`src/rtl/coeff_pkg.sv`:
```
`default_nettype none
// ============================================================================
// Module      : coeff_pkg
// Description : Shared constants and state encoding for the coefficient
//               loader (datapath and bench).
// Revision    : 1.0 - initial release
// ============================================================================
package coeff_pkg;

  // Default coefficient word width and tap count
  localparam int COEFF_BITS = 32;
  localparam int COEFF_CGES = 49;
  // Index / count field width: must be able to hold the value CGES itself
  localparam int COEFF_IW   = $clog2(COEFF_CGES + 1);

  // Loader session state
  typedef enum logic [1:0] {
    IDLE = 2'd0,
    LOAD = 2'd1,
    DONE = 2'd2
  } state_t;

endpackage
`default_nettype wire

```
`src/rtl/coeff_bank_regs.sv`:
```
`default_nettype none
// ============================================================================
// Module      : coeff_bank_regs
// Description : DEPTH x BITS register bank, one write port, synchronous
//               clear, full array exposed in parallel.
// Revision    : 1.0 - initial release
// ============================================================================
module coeff_bank_regs
  import coeff_pkg::*;
#(
  parameter int BITS  = COEFF_BITS,
  parameter int DEPTH = COEFF_CGES,
  parameter int AW    = COEFF_IW
) (
  input  logic                        clk,
  input  logic                        reset,
  input  logic                        we,
  input  logic [AW-1:0]               waddr,
  input  logic [BITS-1:0]             wdata,
  output logic [DEPTH-1:0][BITS-1:0]  bank
);

  logic [DEPTH-1:0][BITS-1:0] bank_q;
  logic [DEPTH-1:0][BITS-1:0] bank_d;

  // Decode the write address per entry; addresses >= DEPTH write nothing
  always_comb begin
    bank_d = bank_q;
    for (int i = 0; i < DEPTH; i++) begin
      if (we && (waddr == AW'(i))) begin
        bank_d[i] = wdata;
      end
    end
  end

  // Bank storage with synchronous clear
  always_ff @(posedge clk) begin
    if (reset) begin
      bank_q <= '0;
    end else begin
      bank_q <= bank_d;
    end
  end

  assign bank = bank_q;

endmodule
`default_nettype wire

```
`src/rtl/coeff_loader.sv`:
```
`default_nettype none
// ============================================================================
// Module      : coeff_loader
// Description : Accepts a valid/ready stream of signed coefficients, stores
//               them in a CGES-entry bank and builds the per-tap enable mask.
// Revision    : 1.0 - initial release
// ============================================================================
module coeff_loader
  import coeff_pkg::*;
#(
  parameter int BITS = COEFF_BITS,
  parameter int CGES = COEFF_CGES,
  parameter int IW   = $clog2(CGES + 1)
) (
  input  logic                       clk,
  input  logic                       reset,
  input  logic                       start,
  input  logic [IW-1:0]              count,
  input  logic                       s_valid,
  input  logic [BITS-1:0]            s_data,
  output logic                       s_ready,
  output logic [CGES-1:0][BITS-1:0]  coeff_bank,
  output logic [CGES-1:1]            cges,
  output logic                       busy,
  output logic                       done
);

  localparam logic [IW-1:0] N_MAX = IW'(CGES);

  state_t          state_q, state_d;
  logic [IW-1:0]   idx_q,   idx_d;
  logic [IW-1:0]   n_q,     n_d;
  logic [CGES-1:1] cges_q,  cges_d;
  logic [IW-1:0]   n_req;
  logic            bank_we;

  // Oversized requests are silently clamped to the bank depth
  assign n_req = (count > N_MAX) ? N_MAX : count;

  // Next-state, index, length and mask update
  always_comb begin
    state_d = state_q;
    idx_d   = idx_q;
    n_d     = n_q;
    cges_d  = cges_q;
    bank_we = 1'b0;
    case (state_q)
      IDLE, DONE: begin
        if (start) begin
          n_d     = n_req;
          idx_d   = '0;
          cges_d  = '0;
          state_d = (n_req == '0) ? DONE : LOAD;
        end else begin
          state_d = IDLE;
        end
      end
      LOAD: begin
        // start is deliberately not looked at while a session is running
        if (s_valid) begin
          bank_we = 1'b1;
          // Tap 0 has no mask bit: it is always enabled downstream
          if (idx_q != '0) begin
            cges_d[idx_q] = 1'b1;
          end
          idx_d = idx_q + 1'b1;
          if (idx_q == (n_q - 1'b1)) begin
            state_d = DONE;
          end
        end
      end
      default: state_d = IDLE;
    endcase
  end

  // Control registers; reset aborts any session in progress
  always_ff @(posedge clk) begin
    if (reset) begin
      state_q <= IDLE;
      idx_q   <= '0;
      n_q     <= '0;
      cges_q  <= '0;
    end else begin
      state_q <= state_d;
      idx_q   <= idx_d;
      n_q     <= n_d;
      cges_q  <= cges_d;
    end
  end

  coeff_bank_regs #(
    .BITS  (BITS),
    .DEPTH (CGES),
    .AW    (IW)
  ) u_bank (
    .clk   (clk),
    .reset (reset),
    .we    (bank_we),
    .waddr (idx_q),
    .wdata (s_data),
    .bank  (coeff_bank)
  );

  // Moore outputs decoded from state only
  assign s_ready = (state_q == LOAD);
  assign busy    = (state_q == LOAD);
  assign done    = (state_q == DONE);
  assign cges    = cges_q;

endmodule
`default_nettype wire
```
`config.mk`:
```
export PLATFORM = sky130hd
export DESIGN_NAME = coeff_loader
export DESIGN_NICKNAME = d
export VERILOG_FILES = /design/src/rtl/coeff_pkg.sv /design/src/rtl/coeff_bank_regs.sv /design/src/rtl/coeff_loader.sv
export SDC_FILE = /design/constraint.sdc
export NUM_CORES = 2
export LEC_CHECK = 0
export ABC_AREA = 1
export BUFFER_PORTS_ARGS = -buffer_cell sky130_fd_sc_hd__buf_2
export CAP_MARGIN = 30
export CORE_AREA = 2 2 648 650
export DETAILED_ROUTE_END_ITERATION = 10
export DIE_AREA = 0 0 650 652
export GPL_ROUTABILITY_DRIVEN = 0
export GPL_TIMING_DRIVEN = 0
export HOLD_SLACK_MARGIN = 0.02
export MAX_ROUTING_LAYER = met4
export PLACE_DENSITY = 0.31
export SETUP_SLACK_MARGIN = 0.05
export SYNTH_ARGS = -nofsm -noshare
export SYNTH_HDL_FRONTEND = slang
export SYNTH_SLANG_ARGS = --single-unit
```
`constraint.sdc`:
```
create_clock -name clk -period 2.7 [get_ports clk]
set_input_delay 0.135 -clock clk [delete_from_list [all_inputs] [get_ports clk]]
set_output_delay 0.135 -clock clk [all_outputs]
set_load 0.02 [all_outputs]
```
### Word-level counts from Yosys, hierarchy flattened

Index checks and enable logic that the tools add are counted.
Widths: inputs -> output; s select.

| storage, ports and cells | value |
|---|---|
| flip-flop bits (word level) | 1630 |
| input port bits | 42 |
| output and inout port bits | 1619 |

| operators by class | value |
|---|---|
| add/sub/neg operators | 2 |
| magnitude comparators | 3 |
| equal/unequal tests | 55 |
| multiplexer cells | 17 |
| bitwise operators | 1 |
| reductions and logical operators | 60 |

Operator list:

| operator | count |
|---|---|
| $mux 48 | 3 |
| $eq 6x6->1 const B | 17 |
| $eq 6x5->1 const B | 16 |
| $pmux 48 s2 | 1 |
| $logic_and 1x1->1 | 50 |
| $eq 6x4->1 const B | 8 |
| $or 48x48->48 | 1 |
| $eq 6x3->1 const B | 4 |
| $mux 6 | 3 |
| $eq 6x2->1 const B | 2 |
| $logic_not 6->1 | 2 |
| $pmux 6 s2 | 1 |
| $mux 2 | 4 |
| $lt 6x7->1 const B | 1 |
| $add 6x1->6 const B | 1 |
| $demux 1 s6 | 1 |
| $eq 6x1->1 const B | 1 |
| $eq 6x6->1 | 1 |
| $ge 6x1->1 const B | 1 |
| $gt 6x6->1 const B | 1 |
| $reduce_bool 6->1 | 1 |
| $sub 6x1->6 const B | 1 |
| $ne 2x1->1 const B | 2 |
| $ne 2x2->1 const B | 2 |
| 10 further kinds | 13 |

### Logic depth before layout (Yosys ltp)

| logic depth | value |
|---|---|
| depth after elaboration | 8 |
| gate-level depth with buffers | 13 |

### By module

Synthesis repeated with hierarchy kept, for this count alone.

| unflattened totals | value |
|---|---|
| cell total of the unflattened synthesis | 9195 |
| area, all modules | 63624.8 um2 |

By module, submodules not included:

| module | times used | cells an instance | area each (um2) | sequential area each (um2) |
|---|---|---|---|---|
| coeff_bank_regs | 1 | 8794 | 60833.3 | 31390.1 |
| coeff_loader | 1 | 401 | 2791.4 | 1241.2 |

### Worst setup path after synthesis

No wires, ideal clock.

| path | value |
|---|---|
| kind | register to register |
| from | register idx_q[0] |
| to | register u_bank.bank_q, in the netlist u_bank.bank[705] |
| setup time | 114 ps |
| arrival | 1626 ps |
| data required time | 2586 ps |
| slack | 961 ps |
| stages on the path, launching flop included | 10 |
| path buffers | 2 |
| cell sequence | dfxtp_1 buf_2 inv_1 ha_1 inv_1 nor2_1 nand2_2 clkbuf_1 o21ai_1 nor2_1 |

| between the ends | value |
|---|---|
| longest elaborated chain between the ends | 2 |

Ends and longest elaborated chain:

| what | RTL line | RTL |
|---|---|---|
| start: declaration | coeff_loader.sv:31 | `logic [IW-1:0] idx_q, idx_d;` |
| start signal: assignment | coeff_loader.sv:85 | `idx_q <= idx_d;` |
| $eq 6x5->1 | coeff_bank_regs.sv:30 | `if (we && (waddr == AW'(i))) begin` |
| $logic_and 1x1->1 | coeff_bank_regs.sv:30 |  |
| end signal: assignment | coeff_bank_regs.sv:41 | `bank_q <= bank_d;` |
| end: declaration | coeff_bank_regs.sv:23 | `logic [DEPTH-1:0][BITS-1:0] bank_q;` |

Every way passes these cells.
A chain may end at the register's enable or synchronous reset.

### Final worst setup path

| path | value |
|---|---|
| from | register idx_q[0] |
| to | register u_bank.bank_q, in the netlist u_bank.bank[205] |

| between the ends | value |
|---|---|
| longest elaborated chain between the ends | 2 |

Ends and longest elaborated chain:

| what | RTL line |
|---|---|
| $eq 6x3->1 | coeff_bank_regs.sv:30 |
| $logic_and 1x1->1 | coeff_bank_regs.sv:30 |

Every way passes these cells.

==> metrics.cfg <==
[synth]
synth_fp_nets=7451
ys_ff_latch=1630
synth_cells=7404
synth_cell_types=29
yosys.area.top_type=dfxtp_1
synthesis.area_um2=57300
synth_most_common_cell=nor2_1
yosysSeqAreaShare_pct=56.95
synth_edf_count=0
ys.flop_type=dfxtp_1
netlist_top_cells_area=dfxtp_1 57%, nor2_1 21%, o21ai_0 13%
yosys_warnings=0
avgSynthCellArea_um2=7.739
netlist.area_leader.share_pct=56.95
synthTopCellsByCount=3192 x nor2_1, 1630 x dfxtp_1, 1498 x o21ai_0, 470 x clkbuf_1, 98 x nand2_1
async_flop_share_pct=0

[placed_design]
place.port_buffers=1628
placed_cell_area_um2=74400
dp.final_hpwl_um=351100

[setup_path]
crit_chain=clkbuf_4, inv_1, ha_1, inv_2, nor2_4, buf_8, nand2_4, clkbuf_1, o21ai_0, nor2_1
critPathKind=reg2reg
reg2regPathDepth=10
reg2reg_to=u_bank.bank[205]
cp.required_ps=3440
setup.worst_path.start_class=flip-flop
crit_path_max_fanout=10
worstReg2RegStart=idx_q[0]
ff2ff_setup_slack_ps=130
critPathSlowestCell=o21ai_0
crit_arrival_ps=3310
cp-end-kind=flip-flop
slowest_delay_ps=410

[hold_path]
hold_class=in2reg
hold_start=s_data[22]
min_to=u_bank.bank[150]
min_path_cells=3

[power_and_ir_drop]
p_comb_share_pct=5.9
p_leak_uw=0.03493
swShare_pct=26.17
vdd_drop_max_mv=0.5285
p_int_uw=41370
clkPwrFrac_pct=51.0
power_density_nw_per_um2=681.0
pwr-share-seq_pct=43.1
power_uw=56030
power_switching_uw=14660

[global_routing]
grt_max_degree=17
antenna_found_initial=102
grt_pass1_vias=57050
track_usage_pct=20.73
grt_pass1_wl_um=570400
grt-ovfl-total=0

[floorplanning]
core-area_um2=416000
start_util_pct=13.77
die_area_um2=423800
die_h_um=652
pin_count=1661
rows=237
die_x_um=650

[sta]
post-route-min-period_ps=2570
maxSlewHeadroom_pct=32.82
timing.hold.ws_ps=73.32
skew_ps=90.31
fmax_mhz=389.2
setup_viol=0
hold_viol=0
period_share_pct=95.17
grt_setup_unrepaired=yes
slew_violations=0
tightestPinTransition_ps=1008

[clock_network]
cts_buffer_depth=4
cts_sinks=1630
cts_buffers=209
cts_htree_levels=4
cts_root_buf=clkbuf_16
insertion_delay_ps=960
clkSlewWorstSetupHoldPaths_ps=60
cts_tree=built

[detailed_routing]
ant_nets=0
vias_per_cell=3.929
drt_first_pass_iters=8
routed_wl_um=445900
drc=18
vias=59570
drtIter0Drc=3934
wl_per_cell_um=29.41

[run_status]
violations=DRC
status=complete, but fails checks

[final_layout]
layout-drive-gt1-share_pct=25.77
fin_area_um2=82280
area.growth.synth_to_final_pct=43.59
nNetsFinal=9477

[job]
maxCapViolCount=0

## kinds of logic (layout without fill, tap and decap cells)
family	Yosys count	in the layout	share of synthesized area, %
buffers and inverters	771	2959	6.153
AND/OR/NAND/NOR	3358	3358	22.41
flip-flops	1630	1630	56.95
other	0	73	0
AO/OA/AOI/OAI	1637	1637	14.34
adder cells (fa/ha/maj)	5	5	0.1092
XOR/XNOR	3	3	0.04586
## power groups by stage
| stage | sequential (uW) | combinational, uW | clock (uW) |
|---|---|---|---|
| after detailed placement | 24700 | 3190 | 0 |
| after global routing | 24100 | 3570 | 30300 |
| after global placement | 24700 | 2900 | 0 |
| after floorplan | 24700 | 1140 | 0 |
| after CTS | 24100 | 3450 | 29400 |
| final | 24100 | 3320 | 28600 |
## layout by cell type (no fill, tap or decap), types with 57 or more instances in the layout
cell / Yosys / layout
buf_8: 0 / 92
dfxtp_1: 1630 / 1629
clkbuf_16: 0 / 212
dlygate4sd3_1: 0 / 57
nand2_1: 98 / 88
buf_2: 69 / 1696
clkbuf_1: 470 / 418
inv_1: 87 / 82
o21ai_0: 1498 / 1492
o21ai_1: 77 / 82
nor2_1: 3192 / 3176
clkbuf_2: 3 / 104
diode_2: 0 / 73
## stage by stage
stage / setup TNS (ps) / util (%) / setup WS [ps] / cells
finish: 0 / 19.78 / 130.5 / 15160
CTS: 0 / 19.70 / 14.99 / 15080
floorplan: 0 / - / 960.7 / 7404
global placement: -2345740 / 17.38 / -2504 / 14530
global route: 0 / 19.74 / 18.03 / 15100
detailed placement: -181200 / 17.88 / -614.0 / 14650
## worst max-delay path by stage
stage / start / endpoint / slack [ps] / depth (start not counted)
floorplan: idx_q[0] / u_bank.bank[705] / 960 / 9
global placement: reset / u_bank.bank[933] / -2500 / 7
detailed placement: idx_q[0] / u_bank.bank[591] / -610 / 11
CTS: idx_q[2] / u_bank.bank[1314] / 10 / 7
global route: idx_q[0] / u_bank.bank[793] / 20 / 10
finish: idx_q[0] / u_bank.bank[205] / 130 / 10
## per-layer routing
metal  up-vias  track usage [%]  routed length [um]  share of wire (%)
li1      27730                -                   -                  -
met3       534            4.873               29950                6.7
met1     29050            22.36              170200                 38
met4         0            6.999               17690                4.0
met2      2254            37.15              228000                 51
met5         -                -                   0                  0
## area by class of cell
type,instances,area [um2]
diodes,73,182.7
plain buffers,639,3167
clock buffers,311,6167
clock inverters,62,621.8
fillers,47060,333800
inverters,132,510.5
multi-input cells,5003,21300
flip-flops and latches,1630,32630
well taps,5497,6878
repair buffers,1815,10820
## flip-flops by register name, summed over array words and instances (netlist names)
signal	count
state_q	2
n_q	6
idx_q	6
u_bank.bank	1568
cges	48
## critical path, delay by kind of cell, from the launching register on
family,cells,cell delay [ps]
flip-flops,1,330
AO/OA/AOI/OAI,1,410
AND/OR/NAND/NOR,3,470
adder cells (fa/ha/maj),1,210
buffers and inverters,5,960
## what timing repair did
item	4_1_cts	5_1_grt
gates resized for setup	47	51
hold buffers	57	0
setup buffers	6	5
pin swaps	1	3
setup endpoints to repair	537	380
endpoints found under the hold margin	868	0
Note: power is estimated with default switching activity, not from simulation.
